### src/rtl/dbus_arbiter.sv
// dbus_arbiter: shares the single-port data RAM between the core load/store
// path (m0) and an external debug/DMA master (m1). Grants are combinational,
// read data returns one cycle after the grant and is steered to its owner.
// m1 is protected against starvation and may lock the RAM for atomic sequences.
module dbus_arbiter #(
  parameter int unsigned STARVE_MAX = 4,
  parameter int unsigned AW         = 32,
  parameter int unsigned DW         = 32
) (
  input  logic          clk,
  input  logic          rstn,

  // core MEM-stage port
  input  logic          m0_req,
  input  logic          m0_we,
  input  logic [AW-1:0] m0_addr,
  input  logic [DW-1:0] m0_wdata,
  input  logic [3:0]    m0_wmask,
  output logic          m0_gnt,
  output logic          m0_rvalid,
  output logic [DW-1:0] m0_rdata,
  output logic          stall_o,

  // external master port
  input  logic          m1_req,
  input  logic          m1_we,
  input  logic [AW-1:0] m1_addr,
  input  logic [DW-1:0] m1_wdata,
  input  logic [3:0]    m1_wmask,
  input  logic          m1_lock,
  output logic          m1_gnt,
  output logic          m1_rvalid,
  output logic [DW-1:0] m1_rdata,

  // RAM side
  output logic          ram_ce,
  output logic          ram_we,
  output logic [AW-1:0] ram_addr,
  output logic [DW-1:0] ram_wdata,
  output logic [3:0]    ram_wmask,
  input  logic [DW-1:0] ram_rdata
);

  typedef enum logic {
    ARB  = 1'b0,   // normal arbitration between m0 and m1
    LOCK = 1'b1    // m1 owns the RAM until it unlocks or drops its request
  } state_t;

  localparam logic [3:0] STARVE_LIM = 4'(STARVE_MAX);

  state_t     state_q, state_d;
  logic [3:0] starve_cnt_q, starve_cnt_d;
  logic       rsp_valid_q, rsp_valid_d;
  logic       rsp_owner_q, rsp_owner_d;   // 0 = m0, 1 = m1
  logic       gnt0, gnt1;

  // Grant selection, next state and starvation counter update.
  always_comb begin
    // NOTE: every signal gets a default before any branch so no latch is inferred.
    gnt0         = 1'b0;
    gnt1         = 1'b0;
    state_d      = state_q;
    starve_cnt_d = starve_cnt_q;

    case (state_q)
      ARB: begin
        if (m0_req && m1_req) begin
          // m0 normally wins; m1 is forced in once it has waited long enough
          if (starve_cnt_q == STARVE_LIM) gnt1 = 1'b1;
          else                            gnt0 = 1'b1;
        end else if (m0_req) begin
          gnt0 = 1'b1;
        end else if (m1_req) begin
          gnt1 = 1'b1;
        end
        if (gnt1 && m1_lock) state_d = LOCK;
      end
      LOCK: begin
        // m0 is shut out entirely while m1 holds the lock
        gnt1 = m1_req;
        if ((gnt1 && !m1_lock) || !m1_req) state_d = ARB;
      end
      default: state_d = ARB;
    endcase

    if (gnt1 || !m1_req) begin
      starve_cnt_d = 4'd0;
    end else if (gnt0 && (starve_cnt_q != STARVE_LIM)) begin
      starve_cnt_d = starve_cnt_q + 4'd1;
    end

    // no grant may escape while reset is held
    if (!rstn) begin
      gnt0 = 1'b0;
      gnt1 = 1'b0;
    end
  end

  // Read-response bookkeeping: a granted read returns data next cycle.
  always_comb begin
    rsp_valid_d = (gnt0 && !m0_we) || (gnt1 && !m1_we);
    rsp_owner_d = gnt1;
  end

  // State, starvation counter and response tracking registers.
  always_ff @(posedge clk) begin
    // NOTE: sequential state uses non-blocking assignments so all registers
    // sample the pre-edge values together.
    if (!rstn) begin
      state_q      <= ARB;
      starve_cnt_q <= 4'd0;
      rsp_valid_q  <= 1'b0;
      rsp_owner_q  <= 1'b0;
    end else begin
      state_q      <= state_d;
      starve_cnt_q <= starve_cnt_d;
      rsp_valid_q  <= rsp_valid_d;
      rsp_owner_q  <= rsp_owner_d;
    end
  end

  // RAM request mux: fields come from the granted master, zero when idle.
  always_comb begin
    ram_ce    = gnt0 | gnt1;
    ram_we    = 1'b0;
    ram_addr  = '0;
    ram_wdata = '0;
    ram_wmask = 4'b0000;
    if (gnt0) begin
      ram_we    = m0_we;
      ram_addr  = m0_addr;
      ram_wdata = m0_wdata;
      ram_wmask = m0_wmask;
    end else if (gnt1) begin
      ram_we    = m1_we;
      ram_addr  = m1_addr;
      ram_wdata = m1_wdata;
      ram_wmask = m1_wmask;
    end
  end

  // Requester-facing outputs: grants, stall and steered read data.
  always_comb begin
    m0_gnt    = gnt0;
    m1_gnt    = gnt1;
    stall_o   = rstn && m0_req && !gnt0;
    m0_rvalid = rstn && rsp_valid_q && !rsp_owner_q;
    m1_rvalid = rstn && rsp_valid_q &&  rsp_owner_q;
    m0_rdata  = m0_rvalid ? ram_rdata : '0;
    m1_rdata  = m1_rvalid ? ram_rdata : '0;
  end

endmodule

### config.mk
export PLATFORM = sky130hd
export DESIGN_NAME = dbus_arbiter
export DESIGN_NICKNAME = d
export VERILOG_FILES = /design/src/rtl/dbus_arbiter.sv
export SDC_FILE = /design/constraint.sdc
export NUM_CORES = 1
export LEC_CHECK = 0
export CAP_MARGIN = 40
export CORE_AREA = 2 2 121 123
export CTS_CLUSTER_DIAMETER = 40
export CTS_CLUSTER_SIZE = 12
export DETAILED_ROUTE_END_ITERATION = 8
export DIE_AREA = 0 0 123 125
export PLACE_DENSITY = 0.65
export SLEW_MARGIN = 20
export SYNTH_ARGS = -nofsm -noshare
export SYNTH_HDL_FRONTEND = slang
export SYNTH_SLANG_ARGS = --single-unit
### constraint.sdc
create_clock -name clk -period 2 [get_ports clk]
set_clock_uncertainty 0.15 [all_clocks]
set_input_delay 0.3 -clock clk [delete_from_list [all_inputs] [get_ports clk]]
set_output_delay 0.3 -clock clk [all_outputs]
set_load 0.005 [all_outputs]
==> flow_metrics.env <==
export IMPL_p_leak_nw=2.97
export IMPL_cp_start_kind="register"
export IMPL_cpMaxStageDelayCell="dfxtp_2"
export IMPL_holdCritPathClass="register to register"
export IMPL_synth_edf_count=0
export IMPL_synth_warnings=0
export IMPL_drive_above_1_share=0.365
export IMPL_hold_viol=0
export IMPL_ff2ff_path_depth=8
export IMPL_synth_top_family_by_area="simple AND/OR/NAND/NOR gates"
export IMPL_period_needed_ns=2.32
export IMPL_numCtsBuffers=3
export IMPL_netlist_instances=348
export IMPL_clock_power_share=0.209
export IMPL_cp_required_ns=1.55
export IMPL_clockRootBuffer="clkbuf_16"
export IMPL_sequentialPowerShare=0.088
export IMPL_syn_to_final_growth_pct=223
export IMPL_vias=3910
export IMPL_clock_sinks=7
export IMPL_critical_path_max_fanout=5
export IMPL_status="finished with violations"
export IMPL_comb_power_share=0.704
export IMPL_intPower_mw=1.15
export IMPL_cp_end_kind="output port"
export IMPL_max_freq_ghz=0.432
export IMPL_synthMuxAreaShare=0.00503
export IMPL_synth_avg_cell_area_sq_um=5.71
export IMPL_placedCellCount=837
export IMPL_grt_usage=0.186
export IMPL_p_switching_uw=538
export IMPL_wire_per_inst_microns=17.2
export IMPL_nets=884
export IMPL_drv_cap=0
export IMPL_slew_violations=0
export IMPL_synth_seq_cells=7
export IMPL_routed_wl_microns=15300
export IMPL_crit_path_max_incr_delay_ns=0.31
export IMPL_max_vdd_ir_drop_mv=0.198
export IMPL_ys_types=26
export IMPL_insertedDiodeCount=0
export IMPL_fp_row_count=44
export IMPL_dp_slack_ns=-0.559
export IMPL_finalSetupViolCount=72
export IMPL_path_cells="inv_2, ha_4, and3b_2, o21ai_4, buf_6, buf_12, buf_12, buf_12, o22ai_2, buf_2"
export IMPL_worst_pin_slew_ns=0.252
export IMPL_ys_async_sr_fraction=0
export IMPL_detail_route_iter0_violations=92
export IMPL_grt_max_degree=26
export IMPL_io_pins=314
export IMPL_routabilityCongestion=0.816
export IMPL_ys_flop_type="dfxtp_1"
export IMPL_synth_simple_area_share=0.518
export IMPL_n_fill_cell=1424
export IMPL_die_height_microns=125
export IMPL_relSlewSlack=0.832
export IMPL_cp_common_cell="buf_12"
export IMPL_seq_area_frac_synth=0.0705
export IMPL_setup_slack_ns=-0.316
export IMPL_cts_tree="done"
export IMPL_p_sw_frac=0.319
export IMPL_syn_area_sq_um=1990
export IMPL_violations="negative setup slack"
export IMPL_core_area_sq_um=14200
export IMPL_syn_num_nets=525
export IMPL_synth_xor_area_share=0
export IMPL_synth_compound_area_share=0.277
export IMPL_start_util=0.140
export IMPL_grt_pass1_vias=3879
export IMPL_dieArea_sq_um=15400
export IMPL_critPathKind="register to output port"
export IMPL_antenna_found_initial=0
export IMPL_rr_startpoint="starve_cnt_q[1]"
export IMPL_fin_crit_sh=1.16
export IMPL_clk_pin_slew_worst_paths_ns=0.04
export IMPL_routed_via_density=4.39
export IMPL_detail_route_antenna_nets=0
export IMPL_cts_buffer_depth=2
export IMPL_rsz0062_at_grt="yes"
export IMPL_h_tree_depth=1
export IMPL_synthAdderAreaFrac=0.0126
export IMPL_die_x_microns=123
export IMPL_power_density_nw_per_um2=262
export IMPL_grt_pass1_wl_microns=21700
export IMPL_hpwl_microns=9650
export IMPL_cp_arrival_ns=1.87
export IMPL_grt_ovfl_total=0
export IMPL_io_buffers=313
export IMPL_drtPass1Iterations=5
export IMPL_clk_latency_ns=0.23
export IMPL_endpoint="ram_wdata[0]"
export IMPL_crit_path_start="starve_cnt_q[0]"
export IMPL_fin_cells=890
export IMPL_drc=0
export IMPL_r2r_slack_ns=0.13
export IMPL_utilization=0.452
export IMPL_r2r_end="rsp_valid_q"
==> layout by cell type, fill, tap and decap left out, drive strengths merged, types with 2 or more instances in the layout <==
cell | netlist | routed
clkdlybuf4s15 | 0 | 15
buf | 19 | 157
ha | 2 | 2
nand2b | 4 | 4
and3 | 2 | 2
dlygate4sd2 | 0 | 33
nor2 | 6 | 6
inv | 5 | 5
clkbuf | 18 | 14
nor3 | 2 | 2
clkdlybuf4s50 | 0 | 174
a21oi | 2 | 2
o22ai | 69 | 69
nand2 | 139 | 139
dfxtp | 7 | 7
and2 | 64 | 64
bufbuf | 0 | 2
==> cells in the mapped netlist (all sizes together), types with 2 or more instances <==
library cell | n | area share
a21oi | 2 | 0.0050
and2 | 64 | 0.20
and3 | 2 | 0.0063
buf | 19 | 0.074
clkbuf | 18 | 0.034
dfxtp | 7 | 0.070
ha | 2 | 0.013
inv | 5 | 0.0094
nand2 | 139 | 0.26
nand2b | 4 | 0.013
nor2 | 6 | 0.011
nor3 | 2 | 0.0050
o22ai | 69 | 0.25
==> per-stage QoR <==
stage | hold WS, ns | TNS, ns | instance area, sq um | total power, mW
floorplan | 0.265 | 0 | 1990 | 0.438
global placement | 0.365 | -33.52 | 5470 | 1.09
detailed placement | 0.376 | -34.49 | 5470 | 1.10
CTS | 0.369 | -17.37 | 6450 | 1.68
global route | 0.385 | -21.42 | 6420 | 1.78
finish | 0.369 | -17.34 | 6420 | 1.68
==> worst min path at each step <==
stage	startpoint	endpoint	slack [ns]	depth (start not counted)
finish	starve_cnt_q[0]	starve_cnt_q[0]	0.37	2
global route	starve_cnt_q[0]	starve_cnt_q[0]	0.39	2
CTS	starve_cnt_q[0]	starve_cnt_q[0]	0.37	2
detailed placement	starve_cnt_q[0]	starve_cnt_q[0]	0.38	2
global placement	starve_cnt_q[0]	starve_cnt_q[0]	0.37	2
floorplan	m0_we	rsp_valid_q	0.26	1
==> power by group through the flow <==
stage	clock, mW	sequential [mW]	combinational, mW
after global routing	0.363	0.148	1.27
after floorplan	0	0.148	0.290
final	0.351	0.148	1.18
after global placement	0	0.148	0.945
after detailed placement	0	0.148	0.947
after CTS	0.351	0.148	1.18
==> critical path: cells and delay by family, from the launching register on <==
kind | cells | cell delay [ns]
compound gates | 2 | 0.21
simple gates | 1 | 0.24
buf+inv | 6 | 0.71
fa+ha+maj | 1 | 0.13
flops | 1 | 0.31
==> sequential cells by signal, indices dropped and copies added, names as in the netlist <==
register,cells
state_q,1
rsp_valid_q,1
rsp_owner_q,1
starve_cnt_q,4
==> what timing repair did <==
item                                    in CTS  in global routing
buffers inserted                            31                  4
gates resized for setup                    496                 38
endpoints found under the setup margin     137                105
hold buffers                                 0                  0
cloned                                      20                  0
pin swaps                                   19                 16
==> metal layers <==
layer | up-vias | GRT usage | wire (microns)
met5 | - | 0 | 0
met4 | 0 | 0.0521 | 367
met3 | 23 | 0.0397 | 1400
met2 | 235 | 0.370 | 8100
met1 | 1763 | 0.188 | 5430
li1 | 1889 | - | -
==> kinds of logic after synthesis <==
logic type	after synthesis
and+or+nand+nor	222
AOI/OAI and AO/OA	74
DFF	7
adders and majority gates	2
buffers and inverters	42
muxes	1
==> area by class of cell <==
| class | count | area (sq um) | share of cell area |
|---|---|---|---|
| multi-input combinational | 299 | 2080 | 0.325 |
| sequential | 7 | 145 | 0.0226 |
| timing repair buffer | 391 | 3860 | 0.602 |
| tap | 184 | 230 | 0.0358 |
| inverter | 5 | 18.8 | 0.00292 |
| clock buffer | 4 | 78.8 | 0.0123 |
Power figures use the tool's default switching activity.
